===== src/rtl/mem_pkg.sv =====
// Shared types and helpers for the memory-access stage: op codes, FSM states,
// access sizes and byte-lane strobe patterns.
package mem_pkg;

  localparam int MEMOP_W = 4;

  typedef enum logic [MEMOP_W-1:0] {
    MEM_NONE = 4'd0,
    LB, LH, LW, LD,
    LBU, LHU, LWU,
    SB, SH, SW, SD
  } memop_t;

  typedef enum logic [1:0] {
    IDLE,
    REQ,
    WAIT,
    DONE
  } state_t;

  localparam logic [1:0] SZ_B = 2'd0;
  localparam logic [1:0] SZ_H = 2'd1;
  localparam logic [1:0] SZ_W = 2'd2;
  localparam logic [1:0] SZ_D = 2'd3;

  localparam logic [7:0] STRB_B = 8'h01;
  localparam logic [7:0] STRB_H = 8'h03;
  localparam logic [7:0] STRB_W = 8'h0F;
  localparam logic [7:0] STRB_D = 8'hFF;

  function automatic logic [1:0] op_size(input memop_t op);
    case (op)
      LB, LBU, SB: op_size = SZ_B;
      LH, LHU, SH: op_size = SZ_H;
      LW, LWU, SW: op_size = SZ_W;
      default:     op_size = SZ_D;
    endcase
  endfunction

  function automatic logic is_load(input memop_t op);
    is_load = (op inside {LB, LH, LW, LD, LBU, LHU, LWU});
  endfunction

  function automatic logic is_store(input memop_t op);
    is_store = (op inside {SB, SH, SW, SD});
  endfunction

  function automatic logic [7:0] size_strb(input logic [1:0] sz);
    case (sz)
      SZ_B:    size_strb = STRB_B;
      SZ_H:    size_strb = STRB_H;
      SZ_W:    size_strb = STRB_W;
      default: size_strb = STRB_D;
    endcase
  endfunction

  // Natural alignment: the offset must be a multiple of the access size.
  function automatic logic misaligned(input logic [1:0] sz, input logic [2:0] off);
    case (sz)
      SZ_H:    misaligned = off[0];
      SZ_W:    misaligned = |off[1:0];
      SZ_D:    misaligned = |off;
      default: misaligned = 1'b0;
    endcase
  endfunction

endpackage


===== src/rtl/load_align.sv =====
// Combinational load aligner: shifts the addressed bytes of a 64-bit bus word
// down to bit 0 and sign- or zero-extends them according to the load op.
module load_align
  import mem_pkg::*;
#(
  parameter int XLEN = 64
) (
  input  logic [XLEN-1:0]    raw,
  input  logic [2:0]         off,
  input  logic [MEMOP_W-1:0] memop,
  output logic [XLEN-1:0]    result
);

  logic [XLEN-1:0] shifted;

  assign shifted = raw >> {off, 3'b000};

  always_comb begin
    result = shifted;
    case (memop_t'(memop))
      LB:      result = {{(XLEN-8){shifted[7]}}, shifted[7:0]};
      LH:      result = {{(XLEN-16){shifted[15]}}, shifted[15:0]};
      LW:      result = {{(XLEN-32){shifted[31]}}, shifted[31:0]};
      LBU:     result = {{(XLEN-8){1'b0}}, shifted[7:0]};
      LHU:     result = {{(XLEN-16){1'b0}}, shifted[15:0]};
      LWU:     result = {{(XLEN-32){1'b0}}, shifted[31:0]};
      default: result = shifted;
    endcase
  end

endmodule


===== src/rtl/mem_stage.sv =====
// Memory-access stage: accepts one execute result at a time, runs a single
// request/response bus transaction for loads and stores, and emits a writeback pulse.
module mem_stage
  import mem_pkg::*;
#(
  parameter int XLEN = 64,
  parameter int RD_W = 5
) (
  input  logic               clk,
  input  logic               rst,
  input  logic               in_valid,
  output logic               in_ready,
  input  logic [XLEN-1:0]    in_res,
  input  logic [XLEN-1:0]    in_wdata,
  input  logic [MEMOP_W-1:0] in_memop,
  input  logic [RD_W-1:0]    in_rd,
  input  logic               in_wen,
  output logic               dreq_valid,
  input  logic               dreq_ready,
  output logic [XLEN-1:0]    dreq_addr,
  output logic               dreq_wen,
  output logic [7:0]         dreq_strb,
  output logic [XLEN-1:0]    dreq_wdata,
  input  logic               dresp_valid,
  input  logic [XLEN-1:0]    dresp_data,
  output logic               out_valid,
  output logic [XLEN-1:0]    out_data,
  output logic [RD_W-1:0]    out_rd,
  output logic               out_wen,
  output logic               out_misalign
);

  state_t          state_reg, state_next;
  memop_t          memop_reg, memop_next;
  logic [2:0]      off_reg, off_next;
  logic [RD_W-1:0] rd_reg, rd_next;
  logic            wen_reg, wen_next;

  logic            dreq_valid_reg, dreq_valid_next;
  logic [XLEN-1:0] dreq_addr_reg, dreq_addr_next;
  logic            dreq_wen_reg, dreq_wen_next;
  logic [7:0]      dreq_strb_reg, dreq_strb_next;
  logic [XLEN-1:0] dreq_wdata_reg, dreq_wdata_next;

  logic            out_valid_reg, out_valid_next;
  logic [XLEN-1:0] out_data_reg, out_data_next;
  logic [RD_W-1:0] out_rd_reg, out_rd_next;
  logic            out_wen_reg, out_wen_next;
  logic            out_misalign_reg, out_misalign_next;

  memop_t          in_op;
  logic [1:0]      in_size;
  logic [2:0]      in_off;
  logic [XLEN-1:0] load_result;

  assign in_op   = memop_t'(in_memop);
  assign in_size = op_size(in_op);
  assign in_off  = in_res[2:0];

  load_align #(.XLEN(XLEN)) u_load_align (
    .raw    (dresp_data),
    .off    (off_reg),
    .memop  (memop_reg),
    .result (load_result)
  );

  always_comb begin
    state_next        = state_reg;
    memop_next        = memop_reg;
    off_next          = off_reg;
    rd_next           = rd_reg;
    wen_next          = wen_reg;
    dreq_valid_next   = dreq_valid_reg;
    dreq_addr_next    = dreq_addr_reg;
    dreq_wen_next     = dreq_wen_reg;
    dreq_strb_next    = dreq_strb_reg;
    dreq_wdata_next   = dreq_wdata_reg;
    out_valid_next    = 1'b0;
    out_data_next     = out_data_reg;
    out_rd_next       = out_rd_reg;
    out_wen_next      = 1'b0;
    out_misalign_next = 1'b0;

    case (state_reg)
      IDLE: begin
        if (in_valid) begin
          memop_next = in_op;
          off_next   = in_off;
          rd_next    = in_rd;
          wen_next   = in_wen;
          if (!is_load(in_op) && !is_store(in_op)) begin
            out_valid_next = 1'b1;
            out_data_next  = in_res;
            out_rd_next    = in_rd;
            out_wen_next   = in_wen;
          end else if (misaligned(in_size, in_off)) begin
            // Report the faulting address without touching the bus.
            out_valid_next    = 1'b1;
            out_data_next     = in_res;
            out_rd_next       = in_rd;
            out_misalign_next = 1'b1;
          end else begin
            state_next      = REQ;
            dreq_valid_next = 1'b1;
            dreq_addr_next  = {in_res[XLEN-1:3], 3'b000};
            dreq_wen_next   = is_store(in_op);
            dreq_strb_next  = is_store(in_op) ? (size_strb(in_size) << in_off) : 8'h00;
            dreq_wdata_next = is_store(in_op) ? (in_wdata << {in_off, 3'b000}) : '0;
          end
        end
      end
      REQ: begin
        if (dreq_ready) begin
          state_next      = WAIT;
          dreq_valid_next = 1'b0;
        end
      end
      WAIT: begin
        // The response is aligned on arrival so DONE only has to present it.
        if (dresp_valid) begin
          state_next     = DONE;
          out_valid_next = 1'b1;
          out_rd_next    = rd_reg;
          if (is_load(memop_reg)) begin
            out_data_next = load_result;
            out_wen_next  = wen_reg;
          end else begin
            out_data_next = '0;
          end
        end
      end
      DONE: begin
        state_next = IDLE;
      end
      default: begin
        state_next = IDLE;
      end
    endcase
  end

  always_ff @(posedge clk) begin
    if (rst) begin
      state_reg        <= IDLE;
      memop_reg        <= MEM_NONE;
      off_reg          <= '0;
      rd_reg           <= '0;
      wen_reg          <= 1'b0;
      dreq_valid_reg   <= 1'b0;
      dreq_addr_reg    <= '0;
      dreq_wen_reg     <= 1'b0;
      dreq_strb_reg    <= '0;
      dreq_wdata_reg   <= '0;
      out_valid_reg    <= 1'b0;
      out_data_reg     <= '0;
      out_rd_reg       <= '0;
      out_wen_reg      <= 1'b0;
      out_misalign_reg <= 1'b0;
    end else begin
      state_reg        <= state_next;
      memop_reg        <= memop_next;
      off_reg          <= off_next;
      rd_reg           <= rd_next;
      wen_reg          <= wen_next;
      dreq_valid_reg   <= dreq_valid_next;
      dreq_addr_reg    <= dreq_addr_next;
      dreq_wen_reg     <= dreq_wen_next;
      dreq_strb_reg    <= dreq_strb_next;
      dreq_wdata_reg   <= dreq_wdata_next;
      out_valid_reg    <= out_valid_next;
      out_data_reg     <= out_data_next;
      out_rd_reg       <= out_rd_next;
      out_wen_reg      <= out_wen_next;
      out_misalign_reg <= out_misalign_next;
    end
  end

  assign in_ready     = (state_reg == IDLE);
  assign dreq_valid   = dreq_valid_reg;
  assign dreq_addr    = dreq_addr_reg;
  assign dreq_wen     = dreq_wen_reg;
  assign dreq_strb    = dreq_strb_reg;
  assign dreq_wdata   = dreq_wdata_reg;
  assign out_valid    = out_valid_reg;
  assign out_data     = out_data_reg;
  assign out_rd       = out_rd_reg;
  assign out_wen      = out_wen_reg;
  assign out_misalign = out_misalign_reg;

endmodule


===== config.mk =====
export PLATFORM = sky130hd
export DESIGN_NAME = mem_stage
export DESIGN_NICKNAME = d
export VERILOG_FILES = /design/src/rtl/mem_pkg.sv /design/src/rtl/load_align.sv /design/src/rtl/mem_stage.sv
export SDC_FILE = /design/constraint.sdc
export NUM_CORES = 1
export LEC_CHECK = 0
export BUFFER_PORTS_ARGS = -buffer_cell sky130_fd_sc_hd__buf_2
export CAP_MARGIN = 25
export CELL_PAD_IN_SITES_DETAIL_PLACEMENT = 2
export CELL_PAD_IN_SITES_GLOBAL_PLACEMENT = 2
export CORE_MARGIN = 3
export CORE_UTILIZATION = 28
export DETAILED_ROUTE_END_ITERATION = 10
export GPL_ROUTABILITY_DRIVEN = 0
export GPL_TIMING_DRIVEN = 0
export PLACE_DENSITY = 0.84
export SLEW_MARGIN = 0
export SYNTH_ARGS = -nofsm -noshare
export SYNTH_HDL_FRONTEND = slang
export SYNTH_HIERARCHICAL = 1
export SYNTH_SLANG_ARGS = --single-unit
export TNS_END_PERCENT = 5

===== constraint.sdc =====
create_clock -name clk -period 3.19 [get_ports clk]
set_input_delay 0.638 -clock clk [delete_from_list [all_inputs] [get_ports clk]]
set_output_delay 0.638 -clock clk [all_outputs]
set_load 0.02 [all_outputs]

==> Word level (Yosys, flattened, before mapping) <==
Memories as Yosys holds them, arrays and structs flattened.
Cells that the tools add are included.
{ "totals": {"elab_cells": 115, "output_inout_bits": 211, "mem_bits_rw": 0, "latch_bits": 0, "regBits": 222, "n_memories": 1, "input_bits": 207, "rom_bits": 32} }
{ "op_classes": {"eq_ne": 30, "bitwise_logic": 4, "shifts": 3, "reduce_logical": 18, "add_sub_neg": 0, "div": 0, "mul": 0, "magnitude_cmp": 0, "mux": 44} }
{ "memory_table": {"columns": ["memory", "words", "width", "rd", "rd_clocked_by_memory_dff", "write_ports", "line_no", "text"], "rows": [
  ["(name not given)", 16, 2, 1, 0, 0, "mem_pkg.sv:32", "case (op)"]
]} }
{ "ops": {"columns": ["op", "count"], "rows": [
  ["$mux W64", 6],
  ["$pmux W64 S6", 1],
  ["$pmux W64 S2", 1],
  ["$shl A64 B6 Y64", 1],
  ["$shr A64 B6 Y64", 1],
  ["$mux W8", 5],
  ["$eq A4 B3 Y1 const B", 8],
  ["$pmux W8 S3", 1],
  ["$mux W5", 4],
  ["$eq A4 B2 Y1 const B", 4],
  ["$eq A4 B4 Y1 const B", 4],
  ["$mux W1", 15],
  ["$reduce_bool A7 Y1", 2],
  ["$mux W2", 5],
  ["$ne A2 B2 Y1 const B", 5],
  ["$pmux W5 S2", 1],
  ["$reduce_and A5 Y1", 2],
  ["$eq A2 B2 Y1 const B", 4],
  ["$eq A4 B1 Y1 const B", 2],
  ["$pmux W2 S4", 1],
  ["$reduce_and A4 Y1", 2],
  ["$shl A8 B3 Y8", 1],
  ["$pmux W1 S2", 3],
  ["$eq A2 B1 Y1 const B", 2],
  ["other kinds (12)", 18]
]} }

==> Longest topological paths before layout <==
Gate-level depths: netlist (run 1).
{ "logic_depth": {"depth_word": 13, "depth_mapped": 10} }

==> Hierarchy <==
The synthesis (run 1) kept the hierarchy.
{ "by_module_without_submodules": {"columns": ["module", "cells_each", "area_each_um2", "instances"], "rows": [
  ["mem_stage", 1325, 10532.6, 1],
  ["load_align", 294, 2416.1, 1]
]} }

==> Worst setup path before layout (run 1) <==
OpenSTA, ideal clock, no wires.
{ "synth_path": {"path_kind": "in2reg", "startpoint": "input port in_memop[0]", "endpoint": "register out_data_reg[51], in the netlist out_data[51]", "cell_stages": 10, "path_slack_ns": 0.562, "path_buffers": 3, "setup_ns": 0.087, "arrival_ns": 2.541, "path_cell_list": "inv_1 -> ha_1 -> nor2b_2 -> a221oi_4 -> a211oi_2 -> a211o_1 -> clkbuf_1 -> buf_4 -> buf_6 -> a221oi_2"} }
{ "synth_between": {"elab_chain_cells": 8, "word_cells_on_any_way": 29, "cone_classes": "15 x eq/ne; 7 x mux; 6 x reduce/logical; 1 x memory"} }
{ "synth_rtl": {"columns": ["element", "line_no", "text"], "rows": [
  ["start, declared", "mem_stage.sv:15", "input logic [MEMOP_W-1:0] in_memop,"],
  ["$mem_v2 Z16 W2", null, null],
  ["$eq A2 B2 Y1 / $eq A2 B1 Y1 (equally long branches)", "mem_pkg.sv:59", "case (sz)"],
  ["$pmux W1 S3", "mem_pkg.sv:59", null],
  ["$mux W1", "mem_stage.sv:91", "if (!is_load(in_op) && !is_store(in_op)) begin"],
  ["$mux W1", "mem_stage.sv:86", "if (in_valid) begin"],
  ["$mux W1", "mem_stage.sv:84", "case (state_reg)"],
  ["$ne A3 B1 Y1 (no line)", null, null],
  ["$reduce_and A4 Y1 (no line)", null, null],
  ["end signal, assigned", "mem_stage.sv:170", "out_data_reg <= out_data_next;"],
  ["end, declared", "mem_stage.sv:46", "logic [XLEN-1:0] out_data_reg, out_data_next;"]
]} }
Parallel ways exist; a longest one is shown, timed or not. The select of a mux whose other input is x is not followed.
A chain may end at the register's enable or synchronous reset.

==> Final worst setup path (run 1) <==
{ "layout_path": {"startpoint": "register state_reg[0]", "endpoint": "register out_data_reg[43], in the netlist out_data[43]"} }
{ "layout_between": {"elab_chain_cells": 3, "word_cells_on_any_way": 8, "cone_classes": "4 x eq/ne; 1 x mux; 3 x reduce/logical"} }
{ "layout_rtl": {"columns": ["element", "line_no", "text"], "rows": [
  ["start, declared", "mem_stage.sv:33", "state_t state_reg, state_next;"],
  ["start signal, assigned", "mem_stage.sv:159", "state_reg <= state_next;"],
  ["$eq A2 B2 Y1 / $logic_not A2 Y1 (equally long branches)", "mem_stage.sv:84", null],
  ["$ne A2 B2 Y1 (no line) (tied with other cells)", null, null],
  ["$reduce_and A4 Y1 (no line)", null, null]
]} }
Parallel ways exist; a longest one is shown, timed or not.

==> results.md, run 1 <==
- The type of the setup path with the least slack is reg2reg.
- The Yosys step of the flow raised 6 warnings.
- For this block, the via count after detailed routing is 14600.
- The number of nets in the finished design is 2279.
- TritonCTS built the clock tree.
- In this run the power density over the cells is 719 nW/um^2.
- After routing the design area is 16800 um^2.
- Detailed placement ended at an HPWL of 54400 um.
- The first detailed-routing pass ran for 4 iterations.
- Synthesis instantiated 66 different standard cells from the library.
- Yosys mapped a number of flops with a built-in enable equal to 0.
- The path class of the lowest-slack min-delay path is in2reg.
- Once the floorplan was initialized, standard cells occupied 28.4% of the core.
- The critical path goes through inv_1 > ha_1 > buf_1 > nor2_1 > a211o_1 > clkbuf_1 > buf_2 > a221oi_1.
- Setup violations remaining at the end of the flow were counted as 0.
- Across the run, the number of max-cap violations was 0.
- Setup repair after global routing could not meet its margin everywhere.
- In the final timing run, aggregate negative setup slack is 0 ns.
- The worst pin sits at a relative slew slack of 27.2%.
- In the layout the commonest cells are buf_2, a21oi_1, nand2_1.
- The share of synthesized registers carrying an async set or reset is 0%.
- Clock tree synthesis inserted a total of 28 buffers.
- The die area is 48900 um^2.
- Summed over its instances, the top area cell type makes up 34.3% of the synthesized netlist area.
- The hold violation total from the final report is 0.
- The number of antenna violations at the first check in global routing came to 9.
- After filler insertion, the fill cell instance count of the layout stands at 5314.
- From left edge to right edge, the die measures 221 um.
- The clock-pin slew on the worst setup and hold paths is 0.06 ns.
- The number of pins with negative max-slew slack in the final report came to 0.
- Summing all placed instances gives a cell area of 15800 um^2.
- The count of state elements after synthesis is 222.
- In this run the tool buffered the top-level ports with 411 buffer cells.
- The maximum number of pins on one net before global-route repair is 14.
- The number of instances in the synthesized netlist is 1619.
- Counting along the longest clock path gives a buffer depth of 3.
- The remaining design rule violation count is 0.
- The worst setup path is launched from a flop.
- Row generation in the floorplan step produced 78 rows.
- The total placed cells including tap cells is 2634.
- The routed wire length is 68600 um.
- Yosys attributes the largest share of cell area to dfxtp_1, a21oi_1, nand2_1.
- For the pin with the worst max-slew slack, the measured transition is 1.09 ns.
- After detailed routing, the average wire length per cell comes to 25.5 um.
- Leaving out fill and tap cells, the most frequent cell in the layout is buf_2.
- Dividing the synthesized area by the synthesized cell count gives 8.00 um^2.
- The final critical path takes up 94.0% of the cycle.
- The maximum clock rate is 334 MHz.
- The total congestion overflow after global routing is 0.
- The area of combinational cells with multiple inputs is 7230 um^2.
- After layout, the minimum clock period comes to 3.00 ns.
- The fraction of final layout cells sized beyond drive strength 1 is 29.3%.
- In this run the remaining antenna-violating nets after routing total 0.
- The cts-stage hold buffer count is 0.
- Summing the sequential cell areas from Yosys gives 34.3% of the chip area.
- The clock root buffer is clkbuf_16.
- The global-route wire length before repair is 102000 um.
- For the worst-skew pair, the clock arrives at the later sink with an insertion delay of 0.57 ns.
- STA classifies the critical path endpoint as a flop.
- The number of top-level pins is 418.
- The required time of the critical path is 3.62 ns.
- The leading register cell type out of synthesis is dfxtp_1.
- Excluding fillers, the count of instances in the completed layout stands at 2693.
- The largest vdd supply drop is 0.000486 V.
- In this run the cell area of the synthesized design comes to 12900 um^2.
- The run finished with clean final reports.
- Clock skew on the completed layout was measured at 0.0107 ns.
- The area of the placeable core is 45600 um^2.
- The data arrival time of the critical path is 3.43 ns.
- The critical path's largest stage delay is 0.70 ns.
- The standby leakage power is 7.47 nW.
- The total track usage is 26.8%.
- Together, buffers and inverters on the worst path number 4.
- The detailed router finished its first iteration with 788 violations.
- The relative area change from synthesis to final layout is 29.8%.
- The y dimension of the die is 221 um.
- CTS built an H-tree with a depth of 1.
- Of all cell types, the one taking the most synthesized area is dfxtp_1.
- The number of clock sinks is 222.
- The maximum net fanout on the critical path is 10.
- On the critical path, the stage with the largest delay is an instance of buf_1.
- The number of global-route vias before repair is 15900.
- The vias per cell is 5.42.
- Grouping stages by cell kind, the critical path spends the most delay in buffers and inverters.
- The register area is 4440 um^2.
[worst reg2reg max path, delay by kind of cell (launching register included)]
| kind | cells | cell delay [ns] |
|---|---|---|
| fa+ha+maj | 1 | 0.25 |
| flops | 1 | 0.32 |
| simple gates | 1 | 0.17 |
| buf+inv | 4 | 1.42 |
| compound gates | 2 | 0.70 |
[routing by layer]
layer  vias up  track usage, %  wire, um
met5         -               0        41
met4         8            9.51      2500
met3       121            5.12      4590
met2       572            48.2     34200
met1      7269            31.7     27200
li1       6625               -         -
[final timing paths]
check                                             endpoint  slack, ns                  startpoint  depth (start not counted)
worst max-delay path             out_data[43]$_SDFFE_PP0P_       0.19   state_reg[0]$_SDFFE_PP0P_                          8
worst min-delay path            dreq_addr[33]$_SDFFE_PP0P_       0.33                  in_res[33]                          3
worst max register to register   out_data[43]$_SDFFE_PP0P_       0.19   state_reg[0]$_SDFFE_PP0P_                          8
worst min register to register  dreq_wdata[7]$_SDFFE_PP0P_       0.45  dreq_wdata[7]$_SDFFE_PP0P_                          2
[metrics by stage]
| stage | hold WS (ns) | power (W) | worst slack, ns | util (%) |
|---|---|---|---|---|
| 2_1_floorplan | 0.437 | 0.00667 | 0.562 | - |
| 3_3_place_gp | 0.439 | 0.00841 | -0.623 | 34.6 |
| 3_5_place_dp | 0.441 | 0.00862 | -0.390 | 34.6 |
| 4_1_cts | 0.303 | 0.0121 | 0.127 | 36.8 |
| 5_1_grt | 0.315 | 0.0127 | -0.0282 | 36.8 |
| 6_report | 0.329 | 0.0121 | 0.192 | 36.9 |
[synth_stat cells, drive strengths merged, types with 3 or more instances]
| master | count |
|---|---|
| mux2i | 93 |
| a31oi | 8 |
| nand3 | 41 |
| or3 | 8 |
| nor2 | 39 |
| ha | 7 |
| nor3b | 4 |
| a22oi | 3 |
| mux2 | 16 |
| nor3 | 9 |
| clkbuf | 82 |
| o2bb2ai | 35 |
| o22ai | 8 |
| and3 | 8 |
| nand4 | 42 |
| a221oi | 71 |
| o21ai | 30 |
| a22o | 10 |
| nand2 | 269 |
| or2 | 9 |
| mux4 | 35 |
| dfxtp | 222 |
| a211oi | 11 |
| inv | 145 |
| buf | 70 |
| nor2b | 19 |
| a21o | 3 |
| nand2b | 15 |
| a21oi | 279 |
[where the power goes]
part           internal (W)  switching, W
logic               0.00171       0.00339
clock network       0.00210       0.00136
registers           0.00324      0.000279
total               0.00705       0.00503
[area by class of cell]
cell class	count	area share, %
Timing Repair Buffer	414	12.4
Tap cell	600	4.47
Multi-Input combinational cell	1102	43.1
Buffer	152	4.38
Clock inverter	15	1.15
Inverter	145	3.24
Clock buffer	37	4.80
Antenna cell	6	0.0894
Sequential cell	222	26.4
[logic make-up after synthesis]
kind of cell,after synthesis,synth area share (%)
and+or+nand+nor,474,16.9
muxes,144,14.7
AOI/OAI and AO/OA,474,23.5
adders and majority gates,7,0.676
buffers and inverters,297,9.87
DFF,222,34.3
other,1,0.0290
[timing repair]
item | in CTS | in global routing
gates resized for setup | 0 | 2
endpoints found under the setup margin | 0 | 21
setup buffers | 0 | 0
hold endpoints to repair | 0 | 0
Note: power is estimated with default switching activity, not from simulation.
==> inputs of run 2 (changes only) <==
--- a/config.mk
+++ b/config.mk
@@ -9,6 +9,7 @@
 export CAP_MARGIN = 25
 export CELL_PAD_IN_SITES_DETAIL_PLACEMENT = 2
 export CELL_PAD_IN_SITES_GLOBAL_PLACEMENT = 2
+export CORE_ASPECT_RATIO = 0.6
 export CORE_MARGIN = 3
 export CORE_UTILIZATION = 28
 export DETAILED_ROUTE_END_ITERATION = 10
==> results.md, run 2 (synthesized netlist as in run 1, its figures left out) <==
- The number of global-route vias before repair came to 16400 (+3.1%).
- The total CTS buffers came to 25 (-11%).
- The y dimension of the die is 173 um (-22%).
- The number of core rows was 60 (-23%).
- The number of nets in the finished design is 2275 (-0.18%).
- The vias per cell is 5.64 (+4.0%).
- The post-placement cell area is 15800 um^2 (+0.18%).
- In this run the critical register-to-register path is captured at out_data[3]$_SDFFE_PP0P_.
- STA classifies the critical path startpoint as a flop.
- The met3 wire length was 6340 um (+38%).
- The maximum number of pins on one net before global-route repair was 14 (unchanged).
- The routed wire length on met2 is 31900 um (-6.8%).
- The most common cell after layout, fill and taps aside is buf_2.
- The routed wire length is 74100 um (+8.0%).
- The relative area change from synthesis to final layout is 29.0%.
- The largest vdd supply drop is 0.000415 V (-15%).
- The setup slack of the most critical reg-to-reg path is 0.06 ns (-0.14 ns).
- The ratio of final minimum period to clock period is 98.2% (+4.3 points).
- The first-pass detailed-route iteration total came to 5 (+1).
- The final critical-path required period is 3.13 ns (+0.136 ns).
- The worst hold slack after final layout came to 0.330 ns (+0.000714 ns).
- The remaining design rule violation count is 0 (unchanged).
- The maximum net fanout on the critical path is 10 (unchanged).
- The maximum clock rate came to 319 MHz (-4.3%).
- The deepest clock path buffer count is 3 (unchanged).
- The path depth of the worst reg2reg path came to 8 (unchanged).
- The worst-case headroom to the max-slew limit is 32.9% (+5.7 points).
- The number of maximum-capacitance violations is 0 (unchanged).
- The fraction of final layout cells sized beyond drive strength 1 is 29.0% (-0.24 points).
- The endpoint kind of the worst setup timing path is a flop.
- The global-route wire length before repair is 109000 um (+6.5%).
- The horizontal extent of the die is 284 um (+28%).
- The met1 routed wirelength after detailed routing was 32700 um (+20%).
- By startpoint and endpoint, the worst setup path is classified as reg2reg.
- The standby leakage power is 7.40 nW (-0.94%).
- The number of antenna violations at the first check in global routing is 24 (+15).
- The clock-pin slew on the worst setup and hold paths is 0.07 ns (about the same).
- The worst hold path stage count is 3 (unchanged).
- The library cells used most frequently in the layout, excluding fill and tap cells, are buf_2, a21oi_1, nand2_1.
- The required time of the critical path was 3.59 ns (-0.03 ns).
- The later-pin clock latency in the skew report is 0.56 ns (about the same).
- The start of the worst register-to-register path is off_reg[0]$_SDFFE_PP0P_.
- The run finished with clean final reports.
- The highest routed metal layer is met5.
- The deepest level of the CTS H-tree is 1 (unchanged).
- The worst setup skew after layout is 0.0206 ns (+0.00987 ns).
- The via count is 15300 (+5.1%).
- The hold-critical path endpoint is dreq_addr[38]$_SDFFE_PP0P_.
- The number of pins with negative max-slew slack in the final report came to 0 (unchanged).
- The die area is 48900 um^2 (+0.18%).
- The pin slew with the least headroom to its limit came to 1.01 ns (-0.0858 ns).
- The fill cell total of the finished layout is 5358 (+0.83%).
- The cell sitting at the root of the clock tree is a clkbuf_16.
- The count of final setup violators is 0 (unchanged).
- The number of clock sinks was 222 (unchanged).
- Setup repair after global routing left no endpoint under its margin.
- The path class of the lowest-slack min-delay path is in2reg.
- The area of the placeable core was 45300 um^2 (-0.68%).
- The port buffer count is 411 (unchanged).
- The data arrival time of the critical path came to 3.53 ns (+0.10 ns).
- TritonCTS built the clock tree.
- The cts-stage hold buffer count came to 0 (unchanged).
- The total congestion overflow after global routing is 0 (unchanged).
- The hold violation total from the final report is 0 (unchanged).
- The final design area excluding fillers is 16700 um^2 (-0.61%).
- The effective utilization at floorplan is 28.6% (+0.19 points).
- The accumulated negative setup slack is 0 ns (unchanged).
- The total power per unit cell area is 714 nW/um^2 (-0.66%).
- The setup slack at placement is -0.469 ns (-0.0787 ns).
- The startpoint identified for the worst hold timing path is in_res[38].
- The setup slack after layout was 0.0559 ns (-0.136 ns).
- The DRC violation total after the first TritonRoute iteration was 1244 (+58%).
- The total half-perimeter wirelength after legalization and detailed placement is 58300 um (+7.3%).
- The fraction of the core area covered by cells at the end of the flow is 36.9% (about the same).
- The remaining number of nets flagged by the antenna check after routing was 0 (unchanged).
- The total track usage came to 28.9% (+2.1 points).
- The mean routed wirelength per cell is 27.2 um (+6.9%).
- The number of top-level pins was 418 (unchanged).
## run 2: changes by cell type in the layout (fill, tap and decap cells not counted), moves of 2 or more
cell,change
bufinv_16,-3
clkbuf_16,-4
clkbuf_8,+2
clkinvlp_4,-3
diode_2,+15
inv_6,+2
## run 2: cell type report
cell class / instances / area [um^2] / area share, %
antenna: 21 / 52.6 / 0.315
buffer: 151 / 731 / 4.38
clock buffer: 37 / 741 / 4.44
clock inverter: 9 / 83.8 / 0.502
inverter: 145 / 544 / 3.26
multi-input combinational: 1102 / 7240 / 43.4
sequential: 222 / 4440 / 26.6
tap: 620 / 776 / 4.64
timing repair buffer: 414 / 2090 / 12.5
## run 2: report_power, final
part	switching, W	leakage [nW]	total (W)	internal (W)
combinational	0.00367	5.19	0.00538	0.00171
clock	0.00133	0.408	0.00303	0.00170
sequential	0.000274	1.81	0.00351	0.00324
total	0.00528	7.40	0.0119	0.00664
## run 2: metal layers
layer  global-route usage (%)  up-vias
li1                         -     6652
met1                     39.5     7830
met2                     43.6      691
met3                     7.33      159
met4                     11.6        4
met5                        0        -
## run 2: critical path, stage by stage (launching register included)
cell,delay (ns)
dfxtp_1,0.45
buf_6,0.24
buf_6,0.24
buf_4,0.27
mux2i_1,0.67
mux2i_1,0.45
mux2_2,0.40
a21oi_1,0.14
a221oi_1,0.10
## run 2: worst max path at each step
stage	depth (start not counted)	to	slack [ns]	startpoint
after floorplan	10	out_data[51]$_SDFFE_PP0P_	0.56	in_memop[0]
after global placement	10	out_data[51]$_SDFFE_PP0P_	-0.67	in_memop[0]
after detailed placement	11	out_data[56]$_SDFFE_PP0P_	-0.47	in_memop[0]
after CTS	11	out_data[56]$_SDFFE_PP0P_	0.1	in_memop[0]
after global routing	7	out_data[44]$_SDFFE_PP0P_	0.06	state_reg[0]$_SDFFE_PP0P_
final	8	out_data[3]$_SDFFE_PP0P_	0.06	off_reg[0]$_SDFFE_PP0P_
## run 2: per-stage QoR
step	total power [W]	std cells
after floorplan	0.00667	1621
final	0.0119	2721
after global routing	0.0125	2718
after detailed placement	0.00876	2654
after CTS	0.0119	2700
after global placement	0.00848	2652
## run 2: what timing repair did
action,4_1_cts,5_1_grt
setup endpoints to repair,0,45
resized for setup,0,4
setup buffers,0,0
